**src/rtl/guess_solver_pkg.sv**
```systemverilog
// rtl/guess_solver_pkg.sv - shared state, feedback encoding and defaults for the guess solver
package guess_solver_pkg;

   typedef enum logic [2:0] {
      S_IDLE,
      S_DRIVE,
      S_RELEASE,
      S_EVAL,
      S_DONE
   } state_t;

   // Feedback vector is {over, under, equal}
   localparam logic [2:0] FB_OVER  = 3'b100;
   localparam logic [2:0] FB_UNDER = 3'b010;
   localparam logic [2:0] FB_EQUAL = 3'b001;

   localparam int DEFAULT_MAX_TRIES = 7;

endpackage

```
**src/rtl/guess_solver_dp.sv**
```systemverilog
// rtl/guess_solver_dp.sv - search bounds, current guess and midpoint arithmetic
module guess_solver_dp #(
   parameter int WIDTH = 8
) (
   input  logic             clk,
   input  logic             reset,
   input  logic             init,
   input  logic             step,
   input  logic             dir_over,
   output logic [WIDTH-1:0] guess,
   output logic             dead
);

   localparam logic [WIDTH:0] MAX_B = {1'b0, {WIDTH{1'b1}}};
   localparam logic [WIDTH:0] ONE_B = {{WIDTH{1'b0}}, 1'b1};

   logic [WIDTH:0] lo;
   logic [WIDTH:0] hi;
   logic [WIDTH:0] lo_nx;
   logic [WIDTH:0] hi_nx;
   logic [WIDTH:0] guess_ext;

   assign guess_ext = {1'b0, guess};

   // Candidate bounds for the current feedback direction; only committed on step
   always_comb begin
      lo_nx = lo;
      hi_nx = hi;
      if (dir_over) begin
         hi_nx = guess_ext - ONE_B;
      end else begin
         lo_nx = guess_ext + ONE_B;
      end
   end

   // The edge checks keep hi_nx/lo_nx from wrapping before the lo>hi test
   always_comb begin
      if (dir_over) begin
         dead = (guess_ext == '0) || (lo > hi_nx);
      end else begin
         dead = (guess_ext == MAX_B) || (lo_nx > hi);
      end
   end

   always_ff @(posedge clk) begin
      if (reset) begin
         lo    <= '0;
         hi    <= MAX_B;
         guess <= '0;
      end else if (init) begin
         lo    <= '0;
         hi    <= MAX_B;
         guess <= WIDTH'(MAX_B >> 1);
      end else if (step) begin
         lo    <= lo_nx;
         hi    <= hi_nx;
         guess <= WIDTH'((lo_nx + hi_nx) >> 1);
      end
   end

endmodule

```
**src/rtl/guess_solver.sv**
```systemverilog
// rtl/guess_solver.sv - binary-search player driving the guess/enter game interface
module guess_solver
   import guess_solver_pkg::*;
#(
   parameter int WIDTH      = 8,
   parameter int MAX_TRIES  = DEFAULT_MAX_TRIES,
   parameter int ENTER_HOLD = 2,
   parameter int SETTLE     = 2
) (
   input  logic             clk,
   input  logic             reset,
   input  logic             i_start,
   input  logic             i_over,
   input  logic             i_under,
   input  logic             i_equal,
   output logic [WIDTH-1:0] o_guess,
   output logic             o_enter,
   output logic             o_busy,
   output logic             o_found,
   output logic             o_fail,
   output logic             o_proto_err,
   output logic [3:0]       o_tries_used,
   output logic [WIDTH-1:0] o_result
);

   state_t     state;
   logic [7:0] hold_cnt;
   logic [2:0] fb;
   logic       start_go;
   logic       step_go;
   logic       dead;
   logic       tries_out;

   assign fb        = {i_over, i_under, i_equal};
   assign start_go  = ((state == S_IDLE) || (state == S_DONE)) && i_start;
   assign tries_out = (o_tries_used == 4'(MAX_TRIES));
   assign step_go   = (state == S_EVAL) && ((fb == FB_OVER) || (fb == FB_UNDER))
                      && !dead && !tries_out;

   guess_solver_dp #(
      .WIDTH(WIDTH)
   ) u_dp (
      .clk      (clk),
      .reset    (reset),
      .init     (start_go),
      .step     (step_go),
      .dir_over (i_over),
      .guess    (o_guess),
      .dead     (dead)
   );

   // Enter lags the DRIVE state by one cycle so the guess is settled a full cycle first
   always_ff @(posedge clk) begin
      if (reset) begin
         state        <= S_IDLE;
         hold_cnt     <= '0;
         o_enter      <= 1'b0;
         o_busy       <= 1'b0;
         o_found      <= 1'b0;
         o_fail       <= 1'b0;
         o_proto_err  <= 1'b0;
         o_tries_used <= '0;
         o_result     <= '0;
      end else begin
         o_enter <= (state == S_DRIVE);
         case (state)
            S_IDLE, S_DONE: begin
               if (i_start) begin
                  o_found      <= 1'b0;
                  o_fail       <= 1'b0;
                  o_proto_err  <= 1'b0;
                  o_result     <= '0;
                  o_tries_used <= 4'd1;
                  o_busy       <= 1'b1;
                  hold_cnt     <= '0;
                  state        <= S_DRIVE;
               end
            end
            S_DRIVE: begin
               if (hold_cnt == 8'(ENTER_HOLD - 1)) begin
                  hold_cnt <= '0;
                  state    <= (SETTLE == 0) ? S_EVAL : S_RELEASE;
               end else begin
                  hold_cnt <= hold_cnt + 8'd1;
               end
            end
            S_RELEASE: begin
               if (hold_cnt == 8'(SETTLE - 1)) begin
                  hold_cnt <= '0;
                  state    <= S_EVAL;
               end else begin
                  hold_cnt <= hold_cnt + 8'd1;
               end
            end
            S_EVAL: begin
               hold_cnt <= '0;
               case (fb)
                  FB_EQUAL: begin
                     o_found  <= 1'b1;
                     o_result <= o_guess;
                     o_busy   <= 1'b0;
                     state    <= S_DONE;
                  end
                  FB_OVER, FB_UNDER: begin
                     if (dead || tries_out) begin
                        o_fail <= 1'b1;
                        o_busy <= 1'b0;
                        state  <= S_DONE;
                     end else begin
                        o_tries_used <= o_tries_used + 4'd1;
                        state        <= S_DRIVE;
                     end
                  end
                  default: begin
                     o_proto_err <= 1'b1;
                     o_fail      <= 1'b1;
                     o_busy      <= 1'b0;
                     state       <= S_DONE;
                  end
               endcase
            end
            default: begin
               state <= S_IDLE;
            end
         endcase
      end
   end

endmodule
```
**config.mk**
```make
export PLATFORM = sky130hd
export DESIGN_NAME = guess_solver
export DESIGN_NICKNAME = d
export VERILOG_FILES = /design/src/rtl/guess_solver_pkg.sv /design/src/rtl/guess_solver_dp.sv /design/src/rtl/guess_solver.sv
export SDC_FILE = /design/constraint.sdc
export NUM_CORES = 1
export LEC_CHECK = 0
export CORE_MARGIN = 8
export CORE_UTILIZATION = 50
export CTS_CLUSTER_DIAMETER = 120
export DETAILED_ROUTE_END_ITERATION = 10
export MAX_ROUTING_LAYER = met4
export PLACE_DENSITY = 0.76
export SYNTH_ARGS = -nofsm -noshare
export SYNTH_HDL_FRONTEND = slang
export SYNTH_HIERARCHICAL = 1
export SYNTH_SLANG_ARGS = --single-unit
```
**constraint.sdc**
```tcl
create_clock -name clk -period 8.6 [get_ports clk]
set_input_delay 1.72 -clock clk [delete_from_list [all_inputs] [get_ports clk]]
set_output_delay 1.72 -clock clk [all_outputs]
set_load 0.01 [all_outputs]
```
# ---- After elaboration in Yosys (flattened, before gate mapping)
# Cells that the tools add are included.
dict set report totals {
  register_bits 54
  in_bits 6
}
dict set report classes {
  add_sub_neg 5
  order_cmp 2
  eq_ne 19
  mux 32
  n_reduce_logical 28
}
# cell count
set op_table {}
lappend op_table {{8-bit two-way mux} 3}
lappend op_table {{8-bit case mux with 3 select lines} 1}
lappend op_table {{9-bit > comparator} 2}
lappend op_table {{9-bit two-way mux} 2}
lappend op_table {{8-bit case mux with 2 select lines} 1}
lappend op_table {{3-bit two-way mux} 5}
lappend op_table {{7-bit two-way mux} 2}
lappend op_table {{4-bit two-way mux} 3}
lappend op_table {{3-bit case mux with 4 select lines} 1}
lappend op_table {{3-bit AND reduction} 4}
lappend op_table {{2-bit != test (second input constant)} 5}
lappend op_table {{1-bit case mux with 2 select lines} 5}
lappend op_table {{8-bit by 1-bit adder with 9-bit output (second input constant)} 1}
lappend op_table {{9-bit adder} 1}
lappend op_table {{3-bit by 2-bit equality test with 1-bit output (second input constant)} 3}
lappend op_table {{9-bit logical NOT} 1}
lappend op_table {{8-bit by 1-bit subtractor with 9-bit output (second input constant)} 1}
lappend op_table {{8-bit by 1-bit adder with 8-bit output (second input constant)} 1}
lappend op_table {{8-bit by 1-bit equality test with 1-bit output (second input constant)} 1}
lappend op_table {{8-bit equality test (second input constant)} 1}
lappend op_table {{1-bit two-way mux} 8}
lappend op_table {{4-bit case mux with 2 select lines} 1}
lappend op_table {{4-bit AND reduction} 2}
lappend op_table {{2-bit OR reduction} 4}
lappend op_table {{other kinds (14)} 27}

# ---- Longest topological paths before layout
dict set report logic_depth {
  word_depth 10
  ltp_mapped 23
  mapped_depth_nobuf 19
}

# ---- By module
# Netlist, hierarchy kept.
# module n_inst cells_each area_each_um2
set by_module_without_submodules {}
lappend by_module_without_submodules {guess_solver_dp 1 291 2250.9}
lappend by_module_without_submodules {guess_solver 1 147 1342.5}

# ---- Worst setup path before layout
# Ideal clock, no wire load.
dict set report synth_path {
  path_type {input-to-reg}
  start {in i_over}
  end {reg u_dp.lo[6]}
  setup_time_ns 0.128
  t_arrival_ns 5.925
  required_time_ns 8.472
  setup_slack_ns 2.548
  cell_stages 22
  n_path_buf 7
  cell_sequence {buf_2 buf_1 clkbuf_1 clkbuf_1 nor2_1 a21oi_1 inv_1 ha_1 nand4b_1 nand2_1 a2111o_1 o221ai_1 o221ai_1 and4b_1 o32a_1 nor2_1 and4bb_2 buf_2 clkbuf_1 clkbuf_1 mux2i_1 nor2_1}
}
dict set report synth_via {
  elab_chain_len 7
  word_cells_on_any_way 14
}
# item line
set synth_lines {}
lappend synth_lines {{start: declaration} guess_solver.sv:13} ;# input logic i_over,
lappend synth_lines {{9-bit two-way mux} guess_solver_dp.sv:29} ;# if (dir_over) begin
lappend synth_lines {{net u_dp.hi_nx[4]} guess_solver_dp.sv:20} ;# logic [WIDTH:0] hi_nx;
lappend synth_lines {{9-bit > comparator} guess_solver_dp.sv:39} ;# dead = (guess_ext == '0) || (lo > hi_nx);
lappend synth_lines {{1-bit logical OR} guess_solver_dp.sv:39}
lappend synth_lines {{1-bit two-way mux} guess_solver_dp.sv:38} ;# if (dir_over) begin
lappend synth_lines {{net dead} guess_solver.sv:31} ;# logic dead;
lappend synth_lines {{1-bit logical NOT} guess_solver.sv:38} ;# && !dead && !tries_out;
lappend synth_lines {{1-bit logical AND (2 in a row)} guess_solver.sv:38}
lappend synth_lines {{net step_go} guess_solver.sv:30} ;# logic step_go;
lappend synth_lines {{end signal: assignment} guess_solver_dp.sv:55} ;# lo <= lo_nx;
lappend synth_lines {{end: declaration} guess_solver_dp.sv:17} ;# logic [WIDTH:0] lo;
# The timed path passes the listed nets, and every way through them passes these cells.
# A chain may end at the register's enable or synchronous reset.

# ---- Worst setup path in the final report
dict set report layout_path {
  start {in i_over}
  end {reg u_dp.lo[0]}
}
dict set report layout_via {
  elab_chain_len 7
  word_cells_on_any_way 14
}
# item line
set layout_lines {}
lappend layout_lines {{9-bit two-way mux} guess_solver_dp.sv:29}
lappend layout_lines {{9-bit > comparator, on equally long branches} {guess_solver_dp.sv:41, guess_solver_dp.sv:39}}
lappend layout_lines {{1-bit logical OR, on equally long branches} {guess_solver_dp.sv:41, guess_solver_dp.sv:39}}
lappend layout_lines {{1-bit two-way mux *} guess_solver_dp.sv:38}
lappend layout_lines {{net dead} guess_solver.sv:31}
lappend layout_lines {{1-bit logical NOT *} guess_solver.sv:38}
lappend layout_lines {{1-bit logical AND * (2 in a row)} guess_solver.sv:38}
# The timed path passes the listed nets; every way through them passes the cells marked *.

==> run metrics <==
layout net count ~490; count of state elements after synthesis 54; CTS resizes 0; outcome completed; H-tree depth 2; worst r2r src u_dp/guess[0]$_SDFFE_PP0P_; CP required 8.85 ns; io pins 31; skew final 0.01335 ns; reg2reg end u_dp/lo[0]$_SDFFE_PP0P_; # fillers 673; total number of placement rows 31; Critical Path End u_dp/lo[0]$_SDFFE_PP0P_; Core ar. about 7100 um^2; Async SR Flop Fraction 0%; Seq/Total Area, Yosys 30.08%; CTS Buf Count 5; CTS tree yes; final setup fails 0; GRT Overall Usage 18.36%; max-slew violations 0; slowest CP cell and4bb_2; syn nets 471; Final ANT Viol Nets 0; setup ws final 2.308 ns; TritonCTS Sinks 54; Peak VDD IR ~120 uV; critical path class input port to flip-flop; routed len/inst 16.00 um; Worst path top cell family by delay compound AO/OA/AOI/OAI gates; port buffer count 30; relative slew slack 29.05%; r2r setup slk 3.51 ns; crit path capture type flip-flop; worst-skew pair later-pin latency 0.32 ns; Die Ht 100.8 um; CTS max path bufs 2; pin count of the biggest net entering global routing 53; area of the multi-input gates 2282 um^2; Ys Warns 6; drt pass-1 iters 4; Most used DFF post-synth dfxtp_1; CP arrival ~6.6 ns; Iteration-0 DRC Markers 254; final hold viol count 0; DRC viols 0; Synth Cell Area between 3000 and 4000 um^2; syn avg cell area 8.204 um^2; drt total wl 8878 um; unrepaired setup endpoints after global routing no; Post-synth EDFFs 0; Via density 5.741; dpl hpwl 6469 um; r2r worst-path depth 18; gp weighted congestion roughly 0.95; CP Launch Point i_over; # diodes 0; GR Overflow Total 0; first-pass GRT wire length around 15,000 um; setup_tns 0 ns; Finished Cell Area 4043 um^2; Die ar. 10,160 um^2; commonest non-fill, non-tap cells in the layout 54 x dfxtp_1, 52 x nor2_1, 31 x nand2_1, 30 x inv_1, 30 x clkdlybuf4s50_1; leading cell type in the layout, fill and taps excluded dfxtp_1; worst-path maximum fanout 52; Post-DP Area 3926 um^2; Crit path buffers/inverters 3; share of cells above drive strength 1 under 10%; Final period util 73.16%; worst min path class flip-flop to flip-flop; initial antenna violation count 0; Worst-path clk slew 0.10 ns; setup bufs post-CTS 0; WHS 0.4804 ns; hold_buf cts 0; vias in the first global route just over 3,000; cell count after synthesis 438; crit path time final 6.292 ns; CTS root buf clkbuf_8; Die X-Extent roughly 100 um; area grow syn2layout 12.50%; CP Depth 16; Slew @ Worst Pin 1.064 ns; Yosys cell types 71; Worst setup SP type input port; max-cap violations 0; FF/Latch Area 1081 um^2; max frequency between 150 and 200 MHz; DP Worst Slack approximately 2.1 ns; PD cells 192.5 nW/um^2; Starting Density between 50% and 60%; crit-path cells clkdlybuf4s50_1 -> buf_4 -> clkinv_1 -> a21oi_1 -> ha_1 -> a21oi_1 -> nand2_1 -> a2111o_1 -> o221ai_1 -> o221ai_1 -> and4b_1 -> o32a_1 -> nor2_1 -> and4bb_2 -> mux2_2 -> nor2_1; routed vias around 3,200; crit-path max cell delay 0.95 ns; Leak 0.001544 uW
-- worst reg2reg max path, stage by stage (launching register included) --
cell      delay, ns
dfxtp_1        0.59
inv_1          0.15
ha_1           0.26
nor3b_2        0.21
xnor2_1        0.16
a21oi_1        0.29
inv_1          0.08
ha_1           0.32
nand4b_1       0.11
nand2_1        0.09
a2111o_1       0.42
o221ai_1       0.09
o221ai_1       0.13
and4b_1        0.20
o32a_1         0.37
nor2_1         0.09
and4bb_2       0.95
mux2_2         0.43
nor2_1         0.07
-- cell type report --
cell class	instances	area share, %
clock buffer	5	1.702
clock inverter	3	1.176
inverter	31	2.878
multi-input combinational	330	56.45
sequential	54	26.74
tap	99	3.064
timing repair buffer	33	7.985
-- cells in the mapped netlist (all sizes together) (5+ instances only) --
cell type / count / area [um^2]
a31oi: 13 / 87.58
inv: 30 / 112.6
a211oi: 10 / 85.08
nor3: 7 / 35.03
o211ai: 5 / 37.54
and3: 9 / 61.31
a21oi: 23 / 118.9
xnor2: 25 / 219.0
o31ai: 5 / 37.54
nand3: 14 / 70.07
o21ai: 20 / 100.1
nand4: 6 / 37.54
clkbuf: 13 / 48.80
buf: 10 / 65.06
mux2i: 12 / 120.1
ha: 26 / 325.3
dfxtp: 54 / 1081
nand2: 31 / 116.4
nor2: 54 / 207.7
nand2b: 5 / 31.28
nor2b: 7 / 43.79
-- per-layer routing --
metal | part of all wire, % | up-vias | track usage [%]
met5 | 0 | - | -
met4 | 1.5 | 0 | 4.651
met3 | 4.0 | 10 | 2.970
met2 | 50 | 65 | 31.48
met1 | 44 | 1530 | 21.77
li1 | - | 1581 | -
-- metrics by stage --
stage / util [%] / power, uW / std cells
floorplan: - / 525.2 / 438
global placement: 55.31 / 588.9 / 547
detailed placement: 55.31 / 598.0 / 547
CTS: 56.95 / 779.8 / 555
global route: 56.95 / 824.8 / 555
finish: 56.95 / 778.2 / 555
-- worst min path at each step --
stage	start	endpoint	slack, ns	depth (start not counted)
after floorplan	state[2]$_SDFFE_PP0P_	state[1]$_SDFFE_PP0P_	0.45	1
after global placement	o_found$_SDFFE_PP0P_	o_found$_SDFFE_PP0P_	0.44	2
after detailed placement	o_found$_SDFFE_PP0P_	o_found$_SDFFE_PP0P_	0.47	2
after CTS	o_found$_SDFFE_PP0P_	o_found$_SDFFE_PP0P_	0.49	2
after global routing	o_found$_SDFFE_PP0P_	o_found$_SDFFE_PP0P_	0.51	2
final	o_found$_SDFFE_PP0P_	o_found$_SDFFE_PP0P_	0.48	2
-- where the power goes --
part | switching, uW | internal (uW) | total (uW)
clock network | 94.6 | 88.5 | 183
registers | 36.6 | 267 | 304
logic | 162 | 129 | 291
-- flip-flops by register name (all words and copies together) (netlist names) --
| register | cells |
|---|---|
| hold_cnt | 8 |
| o_busy | 1 |
| o_enter | 1 |
| o_fail | 1 |
| o_found | 1 |
| o_proto_err | 1 |
| o_result | 8 |
| o_tries_used | 4 |
| state | 3 |
| u_dp/guess | 8 |
| u_dp/hi | 9 |
| u_dp/lo | 9 |
-- logic make-up after synthesis --
family,after synthesis,share of synthesized area [%]
AO/OA/AOI/OAI,100,19.64
XOR/XNOR,28,6.825
adder cells (fa/ha/maj),28,9.889
buffers and inverters,54,6.407
flip-flops,54,30.08
multiplexers,15,4.283
AND/OR/NAND/NOR,159,22.88
(Power assumes the default switching activity.)
